--- config.mk ---
export PLATFORM = sky130hd
export DESIGN_NAME = udp_rx_arbiter
export DESIGN_NICKNAME = d
export VERILOG_FILES = /design/src/rtl/udp_rx_arbiter.sv
export SDC_FILE = /design/constraint.sdc
export NUM_CORES = 1
export LEC_CHECK = 0
export CORE_AREA = 3 3 132 102
export CTS_CLUSTER_SIZE = 28
export DETAILED_ROUTE_END_ITERATION = 10
export DIE_AREA = 0 0 135 105
export MAX_ROUTING_LAYER = met4
export PLACE_DENSITY = 0.8
export SLEW_MARGIN = 20
export SYNTH_ARGS = -nofsm -noshare
export SYNTH_HDL_FRONTEND = slang
export SYNTH_SLANG_ARGS = --single-unit
--- constraint.sdc ---
create_clock -name clk -period 8.83 [get_ports clk]
set_clock_uncertainty 0.15 [all_clocks]
set_input_delay 2.2075 -clock clk [delete_from_list [all_inputs] [get_ports clk]]
set_output_delay 2.2075 -clock clk [all_outputs]
set_load 0.02 [all_outputs]
--- src/rtl/udp_rx_arbiter.sv ---
// rtl/udp_rx_arbiter.sv - round-robin frame arbiter in front of the 64-bit UDP receiver
module udp_rx_arbiter #(
    parameter int DATA_W  = 64,
    parameter int TIMEOUT = 255
) (
    input  logic              clk,
    input  logic              rst,
    input  logic              req0_valid,
    input  logic [DATA_W-1:0] req0_data,
    input  logic              req0_last,
    output logic              req0_ready,
    input  logic              req1_valid,
    input  logic [DATA_W-1:0] req1_data,
    input  logic              req1_last,
    output logic              req1_ready,
    output logic              rx_valid,
    output logic [DATA_W-1:0] rx_data,
    output logic              rx_sof,
    output logic              rx_last,
    output logic              rx_abort,
    input  logic              rx_ready,
    output logic [1:0]        grant,
    output logic              busy,
    output logic              len_err,
    output logic              timeout_err
);

    typedef enum logic [1:0] {ST_IDLE, ST_HDR, ST_LEN, ST_PAY} state_t;

    // The idle counter fires on the cycle it would have reached TIMEOUT.
    localparam logic [7:0] IDLE_LIMIT = 8'(TIMEOUT - 1);

    state_t            state;
    logic              ptr;
    logic [15:0]       beat_cnt;
    logic [15:0]       exp_beats;
    logic              len_short;
    logic [7:0]        idle_cnt;

    logic              g_valid;
    logic              g_last;
    logic [DATA_W-1:0] g_data;
    logic [15:0]       beats_now;
    logic [15:0]       frame_len;

    // Route the granted requester onto the receiver; nothing passes while idle.
    always_comb begin
        g_valid = 1'b0;
        g_last  = 1'b0;
        g_data  = '0;
        if (busy) begin
            if (grant[1]) begin
                g_valid = req1_valid;
                g_last  = req1_last;
                g_data  = req1_data;
            end else begin
                g_valid = req0_valid;
                g_last  = req0_last;
                g_data  = req0_data;
            end
        end
    end

    assign rx_valid   = g_valid;
    assign rx_data    = g_data;
    assign rx_last    = g_last;
    assign rx_sof     = (state == ST_HDR);
    assign req0_ready = busy & grant[0] & rx_ready;
    assign req1_ready = busy & grant[1] & rx_ready;

    // Beat count including the word on the bus, saturating so huge frames still mismatch cleanly.
    assign beats_now = (beat_cnt == 16'hFFFF) ? beat_cnt : beat_cnt + 16'd1;
    assign frame_len = g_data[31:16];

    // Frame sequencer: arbitration, phase tracking, length check and stall timeout.
    always_ff @(posedge clk or posedge rst) begin
        if (rst) begin
            state       <= ST_IDLE;
            grant       <= 2'b00;
            busy        <= 1'b0;
            ptr         <= 1'b0;
            beat_cnt    <= 16'd0;
            exp_beats   <= 16'd0;
            len_short   <= 1'b0;
            idle_cnt    <= 8'd0;
            len_err     <= 1'b0;
            timeout_err <= 1'b0;
            rx_abort    <= 1'b0;
        end else begin
            len_err     <= 1'b0;
            timeout_err <= 1'b0;
            rx_abort    <= 1'b0;
            if (state == ST_IDLE) begin
                if (req0_valid || req1_valid) begin
                    grant    <= (req0_valid && (!req1_valid || !ptr)) ? 2'b01 : 2'b10;
                    busy     <= 1'b1;
                    state    <= ST_HDR;
                    beat_cnt <= 16'd0;
                    idle_cnt <= 8'd0;
                end
            end else if (!g_valid) begin
                if (idle_cnt == IDLE_LIMIT) begin
                    timeout_err <= 1'b1;
                    rx_abort    <= 1'b1;
                    grant       <= 2'b00;
                    busy        <= 1'b0;
                    ptr         <= ~ptr;
                    idle_cnt    <= 8'd0;
                    state       <= ST_IDLE;
                end else begin
                    idle_cnt <= idle_cnt + 8'd1;
                end
            end else begin
                idle_cnt <= 8'd0;
                if (rx_ready) begin
                    beat_cnt <= beats_now;
                    if (g_last) begin
                        // Frames ending before payload are always short.
                        len_err <= (state != ST_PAY) || len_short || (beats_now != exp_beats);
                        grant   <= 2'b00;
                        busy    <= 1'b0;
                        ptr     <= ~ptr;
                        state   <= ST_IDLE;
                    end else if (state == ST_HDR) begin
                        state <= ST_LEN;
                    end else if (state == ST_LEN) begin
                        exp_beats <= ((frame_len - 16'd1) >> 3) + 16'd2;
                        len_short <= (frame_len < 16'd8);
                        state     <= ST_PAY;
                    end
                end
            end
        end
    end

endmodule

# Word level (Yosys, flattened, before mapping)
# Cells that the tools add are included.
# W data, S select, Z words.
[totals] elab_cells=98 reg_bits=49 inputBits=135 out_inout_bits=75
[classes] order_cmp=1 bitwise_logic=8 mux=46 n_addsub=4 reduce_logical=17 n_eq_ne=12
[op_table] cell="$mux W64" count=2
[op_table] cell="$mux W16" count=5
[op_table] cell="$mux W8" count=4
[op_table] cell="$mux W2" count=14
[op_table] cell="$mux W1" count=21
[op_table] cell="$add A16 B1 Y16 const B" count=1
[op_table] cell="$eq A16 B16 Y1 const B" count=1
[op_table] cell="$lt A16 B4 Y1 const B" count=1
[op_table] cell="$ne A16 B16 Y1" count=1
[op_table] cell="$sub A16 B1 Y16 const B" count=1
[op_table] cell="$add A13 B2 Y14 const B" count=1
[op_table] cell="$reduce_and A4 Y1" count=3
[op_table] cell="$add A8 B1 Y8 const B" count=1
[op_table] cell="$eq A8 B8 Y1 const B" count=1
[op_table] cell="$ne A2 B1 Y1 const B" count=3
[op_table] cell="$ne A3 B1 Y1 const B" count=2
[op_table] cell="$reduce_and A6 Y1" count=1
[op_table] cell="$reduce_bool A2 Y1" count=3
[op_table] cell="$ne A5 B1 Y1 const B" count=1
[op_table] cell="$and A1 B1 Y1" count=4
[op_table] cell="$logic_or A1 B1 Y1" count=4
[op_table] cell="$not A1 Y1" count=4
[op_table] cell="$reduce_and A3 Y1" count=1
[op_table] cell="$reduce_bool A3 Y1" count=1
[op_table] cell="6 further kinds" count=7

# Depth between registers and ports, before layout
# Gate-level depths: netlist (run 1).
[logic_depth] ltp_word=8 ltp_mapped=13 mapped_depth_nobuf=10

# Least setup slack after synthesis (run 1)
# Ideal clock, no wire load.
[synth_path] path_kind="input -> output" from="input req0_valid" to="output rx_valid" path_slack_ps=3654 cell_stages=2 arrival_time_ps=2819 path_cell_list="nand2b_1 a21oi_1"
[synth_via] elab_chain_cells=2
[synth_lines] element="from (decl)" line_no="8" text="input logic req0_valid,"
[synth_lines] element="$mux W1" line_no="52" text="if (grant[1]) begin"
[synth_lines] element="$mux W1" line_no="51" text="if (busy) begin"
[synth_lines] element="to (decl)" line_no="16" text="output logic rx_valid,"
# Every way passes these cells.

# Final worst setup path (run 1)
# Ends and elaborated chain as after synthesis.

==> results of run 1 <==
## registers in the layout, summed over array words and instances (netlist names)
signal,count
timeout_err,1
busy,1
len_short,1
len_err,1
grant,2
ptr,1
beat_cnt,16
state,2
exp_beats,14
idle_cnt,8
## power groups by stage
stage               combinational [mW]  clock [mW]  sequential, mW
floorplan                        0.734           0           0.306
global placement                  1.13           0           0.345
detailed placement                1.13           0           0.347
CTS                               1.14       0.191           0.344
global route                      1.23       0.203           0.357
finish                            1.14       0.187           0.346
## layout by cell type (no fill, tap or decap), types with 4 or more instances in the layout
cell type / netlist / final
nor4_1: 4 / 4
mux2_1: 4 / 4
and3_1: 14 / 14
inv_1: 12 / 11
nor2_1: 87 / 87
a31oi_1: 11 / 11
clkbuf_16: 0 / 5
o21ai_1: 33 / 33
xor2_1: 6 / 6
and2_1: 6 / 6
a21oi_1: 26 / 26
nor3_1: 12 / 12
o21ai_0: 20 / 20
xnor2_1: 25 / 25
clkdlybuf4s50_1: 0 / 209
nand4_1: 8 / 8
nand2_1: 48 / 48
nand3_1: 24 / 24
ha_1: 4 / 4
nand2b_1: 12 / 12
buf_4: 2 / 4
mux2i_1: 66 / 66
dfrtp_1: 47 / 46
## synth_stat cells (all sizes together) (8+ instances only)
master,instances
nand4,8
and3,14
buf,17
mux2i,67
dfrtp,47
a21oi,26
nor3,12
o21ai,54
clkbuf,20
xnor2,25
nor2,87
inv,14
a31oi,11
nand2,48
nand2b,12
nand3,24
## per-stage QoR
stage | hold slack (ns) | std cells | total power [mW] | area [um2] | worst slack (ns)
final | 0.3579 | 899 | 1.671 | 6545 | 2.529
after global placement | 0.3406 | 891 | 1.471 | 6400 | 2.572
after global routing | 0.3862 | 899 | 1.795 | 6545 | 2.328
after floorplan | 0.2968 | 549 | 1.040 | 4237 | 3.654
after detailed placement | 0.3443 | 891 | 1.479 | 6400 | 2.540
after CTS | 0.3612 | 899 | 1.675 | 6544 | 2.525
## final cells by class
type,instances,area share
Multi-Input combinational cell,451,0.4336
Sequential cell,47,0.1803
Clock inverter,3,0.002868
Inverter,14,0.008220
Clock buffer,5,0.01912
Tap cell,166,0.03173
Timing Repair Buffer,213,0.3242
## routing by layer
metal  up-vias  global-route usage
met2       211              0.3183
met5         -                   -
met1      2134              0.2955
met4         0             0.02590
li1       2307                   -
met3         8             0.04764
## kinds of logic after synthesis
group / synth area share
flip-flops: 0.2776
buffers and inverters: 0.05257
adder cells (fa/ha/maj): 0.01181
XOR/XNOR: 0.06409
AO/OA/AOI/OAI: 0.1684
AND/OR/NAND/NOR: 0.2504
multiplexers: 0.1751
## path summary, 6_finish.rpt
path | start | end | slack, ns | cells past startpoint
worst min register to register | len_short | len_short | 0.36 | 2
worst max-delay path | req0_valid | rx_valid | 2.53 | 4
min in group asynchronous | rst | idle_cnt[0] | 2.23 | 2
worst max register to register | grant[1] | exp_beats[7] | 4.63 | 11
max in group asynchronous | rst | grant[1] | 5.73 | 2
worst min-delay path | len_short | len_short | 0.36 | 2
## worst max-delay path: stages
cell and delay (ns):
clkdlybuf4s50_1 0.52, nand2b_1 0.08, a21oi_1 0.42, clkdlybuf4s50_1 0.70
==> metrics.md, run 1 <==
| Metric | Value |
|---|---|
| RSZ-0062 raised after global routing | no |
| Clk Latency, worst-skew pair | between 0.2 and 0.3 ns |
| Tmin final | 6.301 ns |
| Tcrit/Tclk final | 0.7136 |
| FF+latch count, synth | 47 |
| Resized cells post-CTS | 0 |
| Main flop type after synthesis | dfrtp_1 |
| Pint | 0.8851 mW |
| Nets | a little under 900 |
| Antenna violations before repair | 0 |
| Required time worst endpoint | 6.47 ns |
| Final TNS setup | 0 ns |
| Met2 wire length | 6.757 mm |
| Final ANT Viol Nets | 0 |
| GRT Overall Usage | 0.2098 |
| Ant. Diodes | 0 |
| Sequential share of power | 0.207 |
| Final setup viols | 0 |
| WL met3 | 1.237 mm |
| Routed WL | ~15 mm |
| CP Capture Type | output pin |
| Largest net degree at the start of global routing | 48 |
| Clk pwr share | 0.112 |
| Starting Density | 0.3467 |
| Top sig layer | met4 |
| Slew Limit Headroom | 0.4488 |
| Area of the multi-input gates | 2838 um2 |
| Total CTS buffers | 5 |
| EDFF count, synth | 0 |
| Clk slew on worst S/H paths | 0.07 ns |
| Placer Congestion | 0.9796 |
| DRT iter0 DRCs | around 400 |
| Die area | 14180 um2 |
| Static leakage | 2.576 nW |
| Number of global-route vias before repair | 4398 |
| Register area | 1180 um2 |
| Die W | 135 um |
| Clock sinks | 47 |
| Syn nets | 688 |
| # port buffers | 209 |
| CTS tree | done |
| First-pass GRT wire length | 23.40 mm |
| Final hold vios | 0 |
| Yosys top cell by area | dfrtp_1 |
| Post-CTS Setup Bufs | 0 |
| Unique masters post-synth | 55 |
| Worst slew pin tran | 0.8258 ns |
| Via density | 5.184 |
| # IOs | 210 |
| Post-synthesis sequential area ratio | 0.2776 |
| Pins Over Slew Limit | 0 |
| Via Count | 4660 |
| Status | finished clean |
| Finished Core Util | 0.5357 |
| Critical Path Start Type | input pin |
| Root buffer cell | clkbuf_16 |
| Clk buf depth | 2 |
| Post-synth top area share | 0.2776 |
| Die H | 105 um |
| GRT overflow | 0 |
| Core area | ~12000 um2 |
| Rows | 35 |
| WS Path Type | in2out |
| DRT Pass-1 Iters | 5 |
| H-tree Lvls | 2 |
| Sw frac | 0.4702 |
| Yosys warns | 0 |
| CTS Hold Bufs | 0 |
| Critical Path AT | 3.94 ns |
| Synth-to-layout area growth | 54.49% |
| HP Class | reg2reg |
| Sw power | 0.7856 mW |
| Logic pwr share | 0.681 |
| PwrDens | around 260 nW/um2 |
| Cell Area, Synth | roughly 4200 um2 |
| Mean post-synth cell area | ~7.7 um2 |
| WL/cell | approximately 16 um |
| Crit Path Max Fanout | 7 |
| Dpl hpwl | 11.72 mm |
| Worst IR Drop VDD | 0.1970 mV |
| Async S/R FF share, synth | 1.000 |
| Max Fclk | about 160 MHz |
| Ratio of cells with drive above 1 in the final layout | 0.03411 |
| Synth Instances | approximately 550 |
| DRC | 0 |
| Post-Route M1 WL | 6.589 mm |
| FILL cells | 1156 |
| Synth area leaders | dfrtp_1 (28%), mux2i_1 (16%), nor2_1 (7.7%) |
| Max Cap Viol | 0 |
Power figures use the tool's default switching activity.
==> run 2, diff against run 1 <==
- clock period: 8.83 -> 6 ns (I/O delays scaled with it)
==> run 2 against run 1 <==
Compared with the run above: non-clock buffer count decreased by 1; via count decreased by 0.26%; clock-buffer cell count unchanged; sequential power increased by 55%; clock power increased by 71%; utilization increased by 0.14 points; flip-flop and latch count unchanged; hold slack improved by 0.0023 ns; setup slack got worse by 1.4 ns; cell area increased by 0.27%; sequential share of layout area about the same; largest cell class unchanged; highest routed layer unchanged.
==> metrics.md, run 2 (synthesis gave the netlist of run 1 again) <==
| Metric | Value |
|---|---|
| Core area | roughly 12000 um2 |
| Commonest non-fill, non-tap cell in the layout | clkdlybuf4s50_1 |
| Status | finished clean |
| CP Capture Type | output pin |
| GRT Overall Usage | 0.2048 |
| Placer Congestion | 0.9564 |
| PwrDens | 381.4 nW/um2 |
| FILL cells | 1132 |
| Register area | 1180 um2 |
| Final TNS setup | 0 ns |
| Critical Path Start Type | input pin |
| Dpl hpwl | 11.53 mm |
| Clk slew on worst S/H paths | 0.06 ns |
| Nets | 870 |
| DRT iter0 DRCs | 387 |
| Met2 usage | 0.3194 |
| GRT overflow | 0 |
| Max Fclk | 203.4 MHz |
| H-tree Lvls | 2 |
| WL/cell | 16.30 um |
| Starting Density | 0.3467 |
| Length in cells of the worst reg-to-reg path | 10 |
| Resized cells post-CTS | 0 |
| DRC | 0 |
| Ant. Diodes | 0 |
| Static leakage | between 2 and 3 nW |
| Required time worst endpoint | 4.35 ns |
| Routing usage on met3 | 0.03609 |
| Crit Path Max Fanout | 7 |
| Pre-CTS setup slack | 1.125 ns |
| Biggest regs | beat_cnt: 16 flops, exp_beats: 14 flops, idle_cnt: 8 flops |
| Largest net degree at the start of global routing | 66 |
| Slew Limit Headroom | 0.3635 |
| # port buffers | 209 |
| Largest Register | beat_cnt |
| Clk buf depth | 2 |
| Post-CTS Setup Bufs | 0 |
| Max Cap Viol | 0 |
| Routed WL | ~15 mm |
| Finished Core Util | 0.5371 |
| Final setup viols | 0 |
| Final hold vios | 0 |
| Post-route setup slack | 1.085 ns |
| Tmin final | 4.915 ns |
| Final Hold Slack | 0.3602 ns |
| CTS tree | done |
| Clock sinks | 47 |
| Tcrit/Tclk final | 0.8192 |
| Ratio of cells with drive above 1 in the final layout | 0.03279 |
| Pins Over Slew Limit | 0 |
| Worst IR Drop VDD | about 0.36 mV |
| Placed cell count | 890 |
| Busiest grt layer | met2 |
| Die H | 105 um |
| Met1 Use GR | 0.2886 |
| Reg2reg start | grant[1] |
| Commonest non-fill, non-tap cells in the layout | clkdlybuf4s50_1 (209), nor2_1 (87), mux2i_1 (66) |
| Rows | 35 |
| Via Count | 4648 |
| First-pass GRT wire length | 22.89 mm |
| Final ANT Viol Nets | 0 |
| CTS Hold Bufs | 0 |
| Number of global-route vias before repair | 4319 |
| Root buffer cell | clkbuf_16 |
| DRT Pass-1 Iters | 5 |
| Area of the multi-input gates | 2838 um2 |
| Die area | 14180 um2 |
| Crit path from | req1_valid |
| Largest register FFs | 16 |
| Critical Path AT | ~3.3 ns |
| RSZ-0062 raised after global routing | no |
| WS Path Type | in2out |
| Clk Latency, worst-skew pair | 0.29 ns |
| Number of cells on the worst hold path | 2 |
| Via density | 5.176 |
| Final non-filler cell total | 898 |
| # IOs | 210 |
| Total CTS buffers | 5 |
| Min-delay src | len_short |
| Die W | around 140 um |
| Antenna violations before repair | 0 |
| Synth-to-layout area growth | 54.90% |
| Worst slew pin tran | 0.9547 ns |
| HP Class | reg2reg |
[run 2: cell types whose count changed in the layout (fill, tap and decap cells not counted)]
cell / previous run / this run
bufinv_16: 0 / 1
clkinv_4: 0 / 1
buf_4: 4 / 3
clkinv_2: 3 / 2
inv_6: 1 / 0
[run 2: worst paths after layout]
check / end / slack [ns]
max: rx_valid / 1.08
min: len_short / 0.36
max reg2reg: exp_beats[7] / 1.97
min reg2reg: len_short / 0.36
max in group asynchronous: grant[1] / 3.63
min in group asynchronous: timeout_err / 1.50
[run 2: cell type report]
| cell class | instances | area share |
|---|---|---|
| repair buffers | 212 | 0.3222 |
| well taps | 166 | 0.03165 |
| inverters | 14 | 0.008198 |
| clock buffers | 5 | 0.01907 |
| multi-input cells | 451 | 0.4324 |
| clock inverters | 3 | 0.006673 |
| flip-flops and latches | 47 | 0.1798 |
[run 2: power breakdown]
part	switching (mW)	leakage (nW)	total [mW]	internal (mW)
sequential	0.154	0.634	0.536	0.383
clock	0.123	0.0838	0.319	0.197
combinational	0.880	1.86	1.65	0.768
total	1.16	2.58	2.50	1.35
[run 2: per-layer routing]
layer / wire length [um] / vias to the layer above
li1: - / 2301
met1: 6627 / 2161
met2: 6864 / 172
met3: 1028 / 14
met4: 119 / 0
met5: 0 / -
[run 2: critical path, cell delays in order]
cell and delay (ns):
clkdlybuf4s50_1 0.52, nand2_1 0.09, a21oi_1 0.45, clkdlybuf4s50_1 0.70
[run 2: per-stage QoR]
step / total power, mW / instance area [um2]
2_1_floorplan: 1.530 / 4237
3_3_place_gp: 2.163 / 6392
3_5_place_dp: 2.175 / 6392
4_1_cts: 2.506 / 6561
5_1_grt: 2.663 / 6563
6_report: 2.503 / 6563
==> run 3, diff against run 2 <==
- PLACE_DENSITY: 0.8 -> 0.83
- clock period: 6 -> 4 ns (I/O delays scaled with it)
==> run 3 against run 2 <==
Compared with the run above: critical path depth rose by 1; clock power rose by 30%; sequential power rose by 36%; clock-buffer cell count rose by 1.
==> metrics.md, run 3 (synthesis gave the netlist of run 1 again) <==
| Metric | Value |
|---|---|
| Rows | 35 |
| Via Count | about 4800 |
| Clk Latency, worst-skew pair | 0.29 ns |
| DRC | 0 |
| Pre-CTS setup slack | 0.1783 ns |
| Number of global-route vias before repair | 4711 |
| Clk pwr share | 0.109 |
| Sw power | about 1.8 mW |
| WL/cell | 16.37 um |
| Dpl hpwl | 12.23 mm |
| Finished Core Util | 0.5443 |
| Core area | 12220 um2 |
| Via density | 5.269 |
| Max Fclk | 262.6 MHz |
| Critical Path AT | roughly 2.7 ns |
| Setup slack, reg-to-reg | 0.66 ns |
| DRT Pass-1 Iters | 9 |
| Sequential share of power | 0.191 |
| Tcrit/Tclk final | 0.9520 |
| RSZ-0062 raised after global routing | no |
| Logic pwr share | 0.700 |
| Met2 usage | 0.3162 |
| Largest register FFs | 16 |
| Crit Path Max Fanout | 4 |
| Clk slew on worst S/H paths | 0.07 ns |
| CP Capture Type | output pin |
| Clock sinks | 47 |
| Die W | 135 um |
| Crit path max-delay family | buffers and inverters |
| RR Endpoint | exp_beats[9] |
| Worst IR Drop VDD | 0.3566 mV |
| Placer Congestion | 0.9562 |
| Synth-to-layout area growth | 56.97% |
| Busiest grt layer | met2 |
| FILL cells | 1089 |
| Area after DPL | 6505 um2 |
| Required time worst endpoint | about 2.9 ns |
| Final TNS setup | 0 ns |
| Status | finished clean |
| CTS tree | done |
| Post-CTS Setup Bufs | 0 |
| Crit path from | req0_data[27] |
| Post-route setup slack | 0.1919 ns |
| Ant. Diodes | 0 |
| H-tree Lvls | 2 |
| Pint | 2.025 mW |
| Largest stage delay on the critical path | 0.65 ns |
| Critical Path Start Type | input pin |
| Reg2reg start | grant[1] |
| Crit-path most repeated cell | clkdlybuf4s50_1 |
| Starting Density | 0.3467 |
| GRT overflow | 0 |
| Static leakage | roughly 2.6 nW |
| Antenna violations before repair | 0 |
| DRT iter0 DRCs | approximately 480 |
| CP Cell Sequence | clkdlybuf4s50_1 > mux2i_1 > nand2b_1 > inv_1 > clkdlybuf4s50_1 |
| GRT Overall Usage | 0.2127 |
| Commonest non-fill, non-tap cells in the layout | clkdlybuf4s50_1 (209), nor2_1 (87), mux2i_1 (66) |
| Biggest regs | beat_cnt: 16 flops, exp_beats: 14 flops, idle_cnt: 8 flops |
| Crit-path slowest cell | clkdlybuf4s50_1 |
| Ratio of cells with drive above 1 in the final layout | 0.05087 |
| Tmin final | 3.808 ns |
| # port buffers | between 200 and 250 |
| Die H | 105 um |
| Clk buf depth | 2 |
| Final setup viols | 0 |
| Commonest non-fill, non-tap cell in the layout | clkdlybuf4s50_1 |
| Met1 Use GR | 0.3036 |
| CTS Hold Bufs | 0 |
| Slew Limit Headroom | 0.5934 |
| Pins Over Slew Limit | 0 |
| Largest Register | beat_cnt |
| Sw frac | 0.4674 |
| Final instance area | ~6700 um2 |
| Resized cells post-CTS | 0 |
| PwrDens | 571.7 nW/um2 |
| Routing usage on met3 | 0.04331 |
| Final hold vios | 0 |
| Tot Pwr | about 3.8 mW |
| Routed WL | 14.94 mm |
| First-pass GRT wire length | 23.93 mm |
| Root buffer cell | clkbuf_16 |
| CP Buf/Inv Count | 3 |
| Nets | 885 |
| CP endpoint | rx_data[27] |
| Levels on crit path | 5 |
| Final ANT Viol Nets | 0 |
| Die area | between 10000 and 15000 um2 |
| Max Cap Viol | 0 |
| Total CTS buffers | 5 |
| Largest net degree at the start of global routing | 35 |
| Worst slew pin tran | 0.6076 ns |
| HP Class | reg2reg |
| # IOs | 210 |
| WS Path Type | in2out |
| Length in cells of the worst reg-to-reg path | 10 |
-- run 3: cell types whose count changed in the layout (fill, tap and decap cells not counted), sizes merged --
| cell | before | now |
|---|---|---|
| buf | 3 | 18 |
| clkinv | 3 | 0 |
| inv | 13 | 15 |
| bufinv | 1 | 0 |
| clkbuf | 5 | 6 |
| clkinvlp | 0 | 1 |
-- run 3: power groups by stage --
stage | logic, mW | registers, mW | clock network [mW]
4_1_cts | 2.66 | 0.726 | 0.424
3_3_place_gp | 2.62 | 0.728 | 0
5_1_grt | 2.87 | 0.747 | 0.442
6_report | 2.66 | 0.727 | 0.415
3_5_place_dp | 2.64 | 0.734 | 0
2_1_floorplan | 1.62 | 0.674 | 0
-- run 3: worst min-delay path by stage --
stage	cells past startpoint	endpoint	from
2_1_floorplan	2	len_short	len_short
3_3_place_gp	1	ptr	ptr
3_5_place_dp	1	ptr	ptr
4_1_cts	1	ptr	ptr
5_1_grt	2	len_short	len_short
6_report	1	ptr	ptr
-- run 3: per-stage QoR --
| step | cells | hold slack, ns |
|---|---|---|
| 5_1_grt | 913 | 0.3630 |
| 3_5_place_dp | 905 | 0.3340 |
| 4_1_cts | 913 | 0.3440 |
| 3_3_place_gp | 905 | 0.3290 |
| 6_report | 913 | 0.3446 |
| 2_1_floorplan | 549 | 0.2968 |
-- run 3: layer usage --
layer / vias to the layer above / share of wire / wire length [um]
met5: - / 0 / 0
met4: 0 / 0.013 / 197
met3: 23 / 0.071 / 1066
met2: 196 / 0.45 / 6727
met1: 2261 / 0.47 / 6950
li1: 2331 / - / -
-- run 3: final cells by class --
class	instances	area, um2	area share
Multi-Input combinational cell	451	2838	0.4267
Clock buffer	6	128.9	0.01938
Timing Repair Buffer	227	2227	0.3349
Clock inverter	2	16.27	0.002446
Inverter	14	52.55	0.007902
Sequential cell	47	1180	0.1774
Tap cell	166	207.7	0.03123
